[src/rtl/frv_leak_seq_pkg.sv]
// Shared definitions for the leakage-fence scrub sequencer: FSM encoding,
// resource count and index width.
package frv_leak_seq_pkg;

    localparam int NRES_DEF = 13;
    localparam int IDX_W    = 4;

    typedef enum logic [1:0] {
        ST_IDLE  = 2'd0,
        ST_ISSUE = 2'd1,
        ST_DONE  = 2'd2
    } seq_state_t;

endpackage

[src/rtl/frv_leak_penc.sv]
// Lowest-set-bit priority encoder: index of the first pending resource plus
// a flag saying whether any resource is pending at all.
module frv_leak_penc
    import frv_leak_seq_pkg::*;
#(
    parameter int NRES = NRES_DEF
) (
    input  logic [NRES-1:0]  req,
    output logic [IDX_W-1:0] idx,
    output logic             any
);

    // Walk from the top down so the lowest set bit is the last one written.
    always_comb begin
        idx = '0;
        any = 1'b0;
        for (int i = NRES - 1; i >= 0; i--) begin
            if (req[i]) begin
                idx = IDX_W'(i);
                any = 1'b1;
            end
        end
    end

endmodule

[src/rtl/frv_leak_seq.sv]
// Leakage-fence sequencer: snapshots the scrub mask on a fence, issues one
// scrub request per enabled resource (lowest index first), then acks once.
//
// Scrub handshake: a request transfers on a cycle where clr_valid and
// clr_ready are both high; while clr_valid is high and clr_ready is low,
// clr_idx and clr_data hold stable, and clr_valid never drops before transfer.
module frv_leak_seq
    import frv_leak_seq_pkg::*;
#(
    parameter int   XLEN                 = 32,
    parameter logic XC_CLASS_LEAK_STRONG = 1'b1,
    parameter int   NRES                 = NRES_DEF
) (
    input  logic             g_clk,
    input  logic             g_resetn,
    input  logic             fence_req,
    output logic             fence_ack,
    input  logic [NRES-1:0]  leak_lkgcfg,
    input  logic [XLEN-1:0]  leak_prng,
    output logic             leak_fence,
    output logic             seq_busy,
    output logic             clr_valid,
    output logic [IDX_W-1:0] clr_idx,
    output logic [XLEN-1:0]  clr_data,
    input  logic             clr_ready,
    output logic [1:0]       dbg_state
);

    localparam int XL = XLEN - 1;

    seq_state_t       state_q, state_d;
    logic [NRES-1:0]  mask_q, mask_d, mask_clr;
    logic [IDX_W-1:0] pidx;
    logic             pany;
    logic             hs;
    logic [XL:0]      scrub_word;

    frv_leak_penc #(.NRES(NRES)) u_penc (
        .req (mask_q),
        .idx (pidx),
        .any (pany)
    );

    always_ff @(posedge g_clk) begin
        if (!g_resetn) begin
            state_q <= ST_IDLE;
            mask_q  <= '0;
        end else begin
            state_q <= state_d;
            mask_q  <= mask_d;
        end
    end

    assign mask_clr = mask_q & ~(NRES'(1) << pidx);

    always_comb begin
        state_d = state_q;
        mask_d  = mask_q;
        case (state_q)
            ST_IDLE: begin
                if (fence_req) begin
                    mask_d  = leak_lkgcfg;
                    state_d = (|leak_lkgcfg) ? ST_ISSUE : ST_DONE;
                end
            end
            ST_ISSUE: begin
                if (!pany) begin
                    state_d = ST_DONE;
                end else if (hs) begin
                    mask_d = mask_clr;
                    if (mask_clr == '0) state_d = ST_DONE;
                end
            end
            ST_DONE:  state_d = ST_IDLE;
            default:  state_d = ST_IDLE;
        endcase
    end

    // Outputs are gated by reset so nothing escapes while the FSM is held.
    assign scrub_word = XC_CLASS_LEAK_STRONG ? leak_prng : '0;
    assign clr_valid  = g_resetn & (state_q == ST_ISSUE) & pany;
    assign hs         = clr_valid & clr_ready;
    assign clr_idx    = clr_valid ? pidx : '0;
    assign clr_data   = clr_valid ? scrub_word : '0;
    assign leak_fence = hs & XC_CLASS_LEAK_STRONG;
    assign fence_ack  = g_resetn & (state_q == ST_DONE);
    assign seq_busy   = g_resetn ? ((state_q != ST_IDLE) | fence_req) : fence_req;
    assign dbg_state  = state_q;

endmodule

[config.mk]
export PLATFORM = sky130hd
export DESIGN_NAME = frv_leak_seq
export DESIGN_NICKNAME = d
export VERILOG_FILES = /design/src/rtl/frv_leak_seq_pkg.sv /design/src/rtl/frv_leak_penc.sv /design/src/rtl/frv_leak_seq.sv
export SDC_FILE = /design/constraint.sdc
export NUM_CORES = 1
export LEC_CHECK = 0
export ABC_CLOCK_PERIOD_IN_PS = 2950
export BUFFER_PORTS_ARGS = -buffer_cell sky130_fd_sc_hd__buf_2
export CORE_MARGIN = 1
export CORE_UTILIZATION = 40
export DETAILED_ROUTE_END_ITERATION = 8
export GPL_TIMING_DRIVEN = 0
export HOLD_SLACK_MARGIN = 0.12
export PLACE_DENSITY_LB_ADDON = 0.1
export SLEW_MARGIN = 20
export SYNTH_ARGS = -nofsm -noshare
export SYNTH_HDL_FRONTEND = slang
export SYNTH_HIERARCHICAL = 1
export SYNTH_SLANG_ARGS = --single-unit
[constraint.sdc]
create_clock -name g_clk -period 2.95 [get_ports g_clk]
set_clock_uncertainty 0.1 [all_clocks]
set_input_delay 0.4425 -clock g_clk [delete_from_list [all_inputs] [get_ports g_clk]]
set_output_delay 0.4425 -clock g_clk [all_outputs]
set_load 0.1 [all_outputs]
==> results.json, run 1 <==
{
  "status": "completed",
  "cts_max_level": 1,
  "final_cell_area_um2": 2048,
  "min_period_ns": 2.766,
  "routedWlPerCell_um": 12.83,
  "worstSetupStartpointType": "register",
  "min_period_over_period": 0.9376,
  "finalSetupViolations": 0,
  "clkSlewWorstSetupHoldPaths_ns": 0.10,
  "drt_first_pass_iters": 4,
  "fp.dieH_um": 61.30,
  "cp-end-kind": "output port",
  "syn_inst": 194,
  "stdcell_count": 334,
  "final_nets": 338,
  "drtIter0Drc": 57,
  "synth.distinct_cells": 41,
  "vias": 1687,
  "mostFrequentLayoutCells": "buf_2, and2_1, clkbuf_4",
  "grt.overflow.total": 0,
  "slew_violations": 0,
  "ctsHoldBuffers": 0,
  "synth_warnings": 6,
  "cts_setup_buffers": 0,
  "drc_errors": 0,
  "rsz0062_at_grt": "false",
  "port_buffers": 90,
  "p_per_area_nw_per_um2": 594.0,
  "synth_area_um2": 1406,
  "cp.required_ns": 2.41,
  "synth_nets": 243,
  "rows": 21,
  "floorplan.die_area_um2": 3757,
  "routabilityCongestion": 0.8993,
  "post_cts_resized": 13,
  "start_util": 0.4182,
  "drive_gt1_frac": 0.4410,
  "cap_viol_max_count": 0,
  "worstHoldPathType": "primary input to register",
  "grt_pass1_wl_mm": 6.196,
  "critical_path_arrival_ns": 2.22,
  "dp_cells": 330,
  "diodes": 0,
  "synthFlopType": "dfxtp_1",
  "numCtsBuffers": 3,
  "grt_max_degree": 11,
  "layout_commonest_cell": "buf_2",
  "fmax_mhz": 361.5,
  "syn_to_final_growth_pct": 45.64,
  "p_leak_nw": 0.9541,
  "place_area_um2": 1931,
  "hold_viol": 0,
  "io_pins": 91,
  "via_per_inst": 5.051,
  "synth.yosys.seq_area_share": 0.2135,
  "fp.dieW_um": 61.30,
  "post-dp-hpwl_mm": 3.299,
  "slew_headroom": 0.6621,
  "drtAntennaViolNets": 0,
  "clk_latency_ns": 0.29,
  "avgSynthCellArea_um2": 7.249,
  "vdd_drop_max_uv": 269.3,
  "pre_cts_slack_ns": 0.1557,
  "grt_antenna_before_repair": 0,
  "core_area_um2": 3363,
  "setup_tns_ns": 0,
  "max_slew.worst_pin.slew_ns": 0.5030,
  "cts_tree": "yes",
  "routed_wl_mm": 4.285,
  "root_buffer": "clkbuf_4",
  "path_max_fanout": 10,
  "grt.total_usage": 0.2215,
  "clock_path_buffers": 2,
  "ys_ff_latch": 15,
  "setup_slack_ns": 0.1840,
  "cts_num_sinks": 15,
  "path_class": "register to output port",
  "grt_pass1_vias": 1397,
  "async_flop_share": 0,
  "synth-edff-count": 0
}
==> metrics by stage <==
stage / hold WS (ns) / power [W] / utilization
6_report: 0.2890 / 0.001217 / 0.6090
5_1_grt: 0.2968 / 0.001296 / 0.6090
4_1_cts: 0.2861 / 0.001200 / 0.5919
3_5_place_dp: 0.4239 / 0.001070 / 0.5740
3_3_place_gp: 0.4218 / 0.001069 / 0.5740
2_1_floorplan: 0.3919 / 0.0009219 / -
==> worst paths after layout <==
kind | slack (ns) | from | depth (start not counted) | endpoint
setup / recovery | 0.18 | mask_q[11] | 8 | clr_data[26]
hold / removal | 0.29 | leak_lkgcfg[4] | 3 | mask_q[4]
setup reg to reg | 0.44 | mask_q[10] | 10 | dbg_state[1]
hold reg to reg | 0.43 | mask_q[12] | 2 | mask_q[12]
==> kinds of logic after synthesis <==
group | Yosys count | synth area share
buffers and inverters | 15 | 0.05872
muxes | 1 | 0.007118
and+or+nand+nor | 102 | 0.4475
DFF | 15 | 0.2135
AOI/OAI and AO/OA | 61 | 0.2731
==> power breakdown <==
group          leakage (nW)  internal (W)  total, W  switching, W
registers             0.123      0.000226  0.000267     0.0000411
clock network        0.0177     0.0000505  0.000121     0.0000702
logic                 0.813      0.000249  0.000829      0.000580
==> worst max-delay path: stages, from the launching register on <==
cell and delay, ns:
dfxtp_1 0.37, nor4_2 0.33, and2b_1 0.18, nand3_1 0.13
nand2_1 0.19, nor2_4 0.08, clkbuf_4 0.18, and2_2 0.20
clkbuf_4 0.28
==> sequential cells by signal, indices dropped and copies added (netlist names) <==
name / flops
dbg_state: 2
mask_q: 13
==> synth_stat cells, types with 5 or more instances <==
cell type	instances	area, um2
a21boi_1	15	112.6
clkbuf_1	7	26.28
a21oi_1	14	70.07
nand2_1	21	78.83
and2_1	36	225.2
nor2_1	6	22.52
dfxtp_1	15	300.3
nor3_1	6	30.03
o21ai_1	16	80.08
nor2b_1	5	31.28
==> layout make-up <==
type                    instances  area, um2
well taps                      46      57.56
flip-flops and latches         15      301.5
multi-input cells             164       1047
inverters                       4      15.01
fillers                       367       1315
clock inverters                 1      5.005
repair buffers                 90      525.5
clock buffers                   3      22.52
plain buffers                  11      73.82
==> layer usage <==
| metal | part of all wire | up-vias | track usage |
|---|---|---|---|
| met5 | 0 | - | 0 |
| met4 | 0.011 | 0 | 0.06169 |
| met3 | 0.049 | 6 | 0.03782 |
| met2 | 0.48 | 41 | 0.3432 |
| met1 | 0.46 | 759 | 0.3159 |
| li1 | - | 881 | - |
(Power assumes the default switching activity.)
==> inputs of run 2 (changes only) <==
- ABC_AREA: unset -> 1
- CELL_PAD_IN_SITES_DETAIL_PLACEMENT: unset -> 2
- CELL_PAD_IN_SITES_GLOBAL_PLACEMENT: unset -> 2
- CORE_UTILIZATION: 40 -> 19
==> run 2 against run 1 <==
  * Area after synthesis up 1.5%
  * Final cell count up 36%
  * Highest routed layer unchanged
  * Global-route usage down 6.3 points
==> results.json, run 2 <==
{
  "routabilityCongestion": 0.7468,
  "final_nets": 406,
  "port_buffers": 90,
  "synth_top_area_share": 0.2103,
  "layout_commonest_cell": "buf_2",
  "slew_violations": 0,
  "drive_gt1_frac": 0.3427,
  "syn_to_final_growth_pct": 46.19,
  "synth_area_um2": 1428,
  "clk_latency_ns": 0.26,
  "cap_viol_max_count": 0,
  "grt_pass1_wl_mm": 9.522,
  "reg2reg_depth": 16,
  "rows": 31,
  "p_per_area_nw_per_um2": 973.0,
  "worstHoldPathType": "primary input to register",
  "worstSetupStartpointType": "register",
  "slew_headroom": 0.6483,
  "vias": 1990,
  "synth.yosys.seq_area_share": 0.2103,
  "syn_inst": 263,
  "regMostFlops": "mask_q",
  "fp.dieW_um": 88.68,
  "synth_warnings": 6,
  "root_buffer": "clkbuf_8",
  "yosys.area.top_type": "dfxtp_1",
  "grt.total_usage": 0.1583,
  "start_util": 0.1968,
  "path_class": "register to output port",
  "core_area_um2": 7253,
  "multi_input_area_um2": 869.6,
  "drt_first_pass_iters": 4,
  "cp.required_ns": 2.41,
  "async_flop_share": 0,
  "clkSlewWorstSetupHoldPaths_ns": 0.07,
  "largest_reg_flops": 13,
  "critical_path_arrival_ns": 2.22,
  "seq_area_um2": 300.3,
  "power_w": 0.002031,
  "drc_errors": 0,
  "mostFrequentLayoutCells": "buf_2, nor2_1, inv_1",
  "cts_num_sinks": 15,
  "synth.area.top_cells": "dfxtp_1, nor2_1, inv_1",
  "path_max_fanout": 7,
  "whs_ns": 0.3347,
  "synth.distinct_cells": 29,
  "grt.overflow.total": 0,
  "drtAntennaViolNets": 0,
  "synthTopCellsByCount": "nor2_1, inv_1, nand2_1",
  "hold_viol": 0,
  "cts_setup_buffers": 0,
  "fill_cells": 948,
  "p_leak_nw": 1.195,
  "floorplan.die_area_um2": 7864,
  "diodes": 0,
  "ys_ff_latch": 15,
  "io_pins": 91,
  "grt_pass1_vias": 1920,
  "drtIter0Drc": 43,
  "finalSetupViolations": 0,
  "grt_max_degree": 12,
  "cts_tree": "yes",
  "whs_path_depth": 3,
  "grt_antenna_before_repair": 0,
  "synth-edff-count": 0,
  "yosys.cell_count.top_type": "nor2_1",
  "avgSynthCellArea_um2": 5.428,
  "clock_path_buffers": 2,
  "cp-end-kind": "output port",
  "vdd_drop_max_uv": 222.0,
  "numCtsBuffers": 3,
  "via_per_inst": 4.374,
  "fmax_mhz": 362.6,
  "fp.dieH_um": 88.68,
  "post-dp-hpwl_mm": 5.120,
  "max_slew.worst_pin.slew_ns": 0.5251,
  "routed_wl_mm": 6.133,
  "rsz0062_at_grt": "false",
  "routedWlPerCell_um": 13.48,
  "min_period_ns": 2.758,
  "synth_nets": 312,
  "status": "completed",
  "cts_max_level": 1,
  "synthFlopType": "dfxtp_1",
  "min_period_over_period": 0.9350
}
-- run 2: cell types whose count changed after synthesis, sizes merged, moves of 12 or more --
cell    before  now
nor2         9   77
inv          4   60
and2        37    0
nand2       21   41
a21boi      15    1
a21oi       14    1
a211oi       1   13
nand3        2   14
-- run 2: layer usage --
layer / share of wire / track usage / routed length, um
met2: 0.44 / 0.2755 / 2690
met1: 0.47 / 0.2012 / 2876
met5: 0 / 0 / 0
met4: 0.0095 / 0.03959 / 58
met3: 0.083 / 0.02799 / 507
-- run 2: cells by family (layout without fill, tap and decap cells) --
logic type	Yosys count	after routing	synth area share
AND/OR/NAND/NOR	143	143	0.4338
buffers and inverters	70	163	0.1902
AO/OA/AOI/OAI	35	35	0.1657
flip-flops	15	15	0.2103
-- run 2: area by class of cell --
cell class / count / area share
multi-input combinational: 178 / 0.4167
clock buffer: 4 / 0.02158
timing repair buffer: 90 / 0.2302
sequential: 15 / 0.1439
tap: 99 / 0.05935
buffer: 8 / 0.01859
inverter: 61 / 0.1097
-- run 2: per-stage QoR --
| step | util | TNS (ns) | std cells | setup slack, ns | cell area, um2 |
|---|---|---|---|---|---|
| global placement | 0.2767 | 0 | 452 | 0.1146 | 2007 |
| detailed placement | 0.2767 | 0 | 452 | 0.09380 | 2007 |
| CTS | 0.2824 | 0 | 455 | 0.03461 | 2048 |
| global route | 0.2877 | 0 | 455 | 0.008479 | 2087 |
| floorplan | - | -19.37 | 263 | -0.5658 | 1433 |
| finish | 0.2877 | 0 | 455 | 0.1919 | 2087 |
-- run 2: repair_timing --
item	in CTS	in global routing
hold buffers	0	0
setup endpoints to repair	30	30
pin swaps	0	0
resized for setup	0	13
-- run 2: worst paths after layout --
| path | start | end | slack [ns] |
|---|---|---|---|
| hold reg to reg | mask_q[12] | mask_q[12] | 0.47 |
| setup / recovery | mask_q[0] | clr_idx[3] | 0.19 |
| hold / removal | leak_lkgcfg[10] | mask_q[10] | 0.33 |
| setup reg to reg | mask_q[0] | dbg_state[0] | 0.52 |
-- run 2: worst max-delay path, cell delays in order, from the launching register on --
cell	delay, ns
dfxtp_1	0.35
or2_1	0.25
nor3_2	0.18
nand2_1	0.08
nor2_1	0.38
inv_1	0.22
nor2_1	0.14
clkbuf_4	0.34
-- run 2: power breakdown --
group	switching [W]	leakage [nW]	total (W)	internal (W)
sequential	0.0000915	0.124	0.000360	0.000269
clock	0.0000840	0.0228	0.000180	0.0000960
combinational	0.00113	1.05	0.00149	0.000358
==> inputs of run 3 (changes only) <==
- MAX_ROUTING_LAYER: unset -> met4
- PLACE_DENSITY: unset -> 0.85
- PLACE_DENSITY_LB_ADDON: 0.1 -> unset
==> run 3 against run 2 <==
  * Die area is the same
  * Flip-flop and latch count is the same
  * Clock power is essentially flat
  * Non-clock buffer count is the same
  * First-iteration DRC count shrank 19%
  * Sequential share of layout area grew 0.19 points
  * Wire length grew 3.0%
  * Design area shrank 1.3%
  * Largest cell class unchanged
  * Highest routed layer unchanged
==> results.json, run 3 (synthesis results as in run 2) <==
{
  "whs_path_depth": 3,
  "start_util": 0.1968,
  "min_to": "mask_q[4]",
  "slew_violations": 0,
  "routedWlPerCell_um": 13.89,
  "clk_latency_ns": 0.25,
  "grt_antenna_before_repair": 0,
  "grt.overflow.total": 0,
  "drc_errors": 0,
  "status": "completed",
  "drive_gt1_frac": 0.3455,
  "swShare": 0.6484,
  "cts_setup_buffers": 0,
  "fp.dieW_um": 88.68,
  "mostFrequentLayoutCells": "buf_2, nor2_1, inv_1",
  "fmax_mhz": 359.7,
  "worstSetupStartpointType": "register",
  "largest_reg_flops": 13,
  "fp.dieH_um": 88.68,
  "ctsHoldBuffers": 0,
  "final_nets": 406,
  "reg2reg_to": "dbg_state[0]",
  "post_cts_resized": 0,
  "floorplan.die_area_um2": 7864,
  "cts_num_sinks": 15,
  "path_max_fanout": 11,
  "cap_viol_max_count": 0,
  "worstHoldPathType": "primary input to register",
  "clock_path_buffers": 2,
  "drtAntennaViolNets": 0,
  "hold_viol": 0,
  "diodes": 0,
  "via_per_inst": 4.369,
  "timing.rr.start": "mask_q[10]",
  "clkSlewWorstSetupHoldPaths_ns": 0.07,
  "numCtsBuffers": 3,
  "hp-start": "leak_lkgcfg[4]",
  "reg2reg_depth": 17,
  "regMostFlops": "mask_q",
  "r2r_setup_slack_ns": 0.43,
  "grt_pass1_wl_mm": 9.522,
  "max_slew.worst_pin.slew_ns": 0.5338,
  "critical_path_arrival_ns": 2.24,
  "rows": 31,
  "finalSetupViolations": 0,
  "routabilityCongestion": 0.8547,
  "power_frac_seq": 0.178,
  "min_period_ns": 2.780,
  "slew_headroom": 0.6425,
  "port_buffers": 90,
  "internal_power_w": 0.0007162,
  "setup_slack_ns": 0.1700,
  "routed_wl_mm": 6.319,
  "min_period_over_period": 0.9424,
  "drtIter0Drc": 35,
  "root_buffer": "clkbuf_8",
  "switchingPower_w": 0.001321,
  "post-dp-hpwl_mm": 5.327,
  "core_area_um2": 7253,
  "drt_first_pass_iters": 4,
  "path_class": "register to output port",
  "io_pins": 91,
  "comb_power_share": 0.735,
  "power_frac_clock": 0.087,
  "cts_max_level": 1,
  "cts_tree": "yes",
  "grt_max_degree": 12,
  "vias": 1988,
  "postLayoutCoreUtil": 0.2839,
  "cp.required_ns": 2.41,
  "whs_ns": 0.3377,
  "grt_pass1_vias": 1990,
  "syn_to_final_growth_pct": 44.26,
  "cp-end-kind": "output port",
  "rsz0062_at_grt": "false",
  "p_per_area_nw_per_um2": 988.9,
  "setup_tns_ns": 0,
  "layout_commonest_cell": "buf_2",
  "p_leak_nw": 1.202,
  "grt.total_usage": 0.1619,
  "pre_cts_slack_ns": 0.1244,
  "vdd_drop_max_uv": 210.7
}
## run 3: cell count changes in the layout (fill, tap and decap cells not counted)
cell / previous run / this run
nor2_1: 73 / 72
nor2_2: 3 / 4
buf_2: 82 / 94
clkbuf_4: 12 / 0
## run 3: power by group through the flow
| stage | Combinational, W | Sequential, W | Clock, W |
|---|---|---|---|
| final | 0.00150 | 0.000363 | 0.000177 |
| after CTS | 0.00151 | 0.000360 | 0.000182 |
| after global placement | 0.00145 | 0.000360 | 0 |
| after detailed placement | 0.00150 | 0.000365 | 0 |
| after floorplan | 0.00115 | 0.000377 | 0 |
| after global routing | 0.00163 | 0.000372 | 0.000187 |
## run 3: final cells by class
type	instances	area, um2
Clock buffer	4	45.04
Timing Repair Buffer	90	450.4
Inverter	61	229.0
Tap cell	99	123.9
Buffer	8	38.79
Multi-Input combinational cell	178	872.1
Sequential cell	15	300.3
Fill cell	968	5194
## run 3: worst max-delay path, stage by stage (launching register included)
cell and delay [ns]:
dfxtp_1 0.34, inv_2 0.08, nand2_1 0.08, nor4_1 0.33
nand3_1 0.26, nand4_4 0.27, buf_2 0.25, nor2_1 0.07
buf_2 0.29
## run 3: stage by stage
step / power [W] / std cells / cell area, um2
after floorplan: 0.001524 / 263 / 1433
after global placement: 0.001810 / 452 / 2007
after detailed placement: 0.001865 / 452 / 2007
after CTS: 0.002052 / 455 / 2048
after global routing: 0.002189 / 455 / 2059
final: 0.002037 / 455 / 2059
## run 3: layer usage
metal / track usage / up-vias / share of wire
met5: - / - / 0
met2: 0.3084 / 64 / 0.50
met3: 0.02052 / 5 / 0.063
met1: 0.1794 / 931 / 0.43
li1: - / 988 / -
met4: 0.03079 / 0 / 0.0074
## run 3: worst max path at each step
stage              endpoint    startpoint  slack (ns)  depth (start not counted)
4_1_cts          clr_idx[3]     mask_q[1]        0.05                          7
6_report       clr_data[26]     mask_q[8]        0.17                          8
5_1_grt        clr_data[26]     mask_q[9]        0.01                          8
2_1_floorplan  clr_data[22]  dbg_state[0]       -0.57                          4
3_3_place_gp   clr_data[19]     mask_q[0]        0.15                          8
3_5_place_dp    clr_data[9]     mask_q[1]        0.12                          8
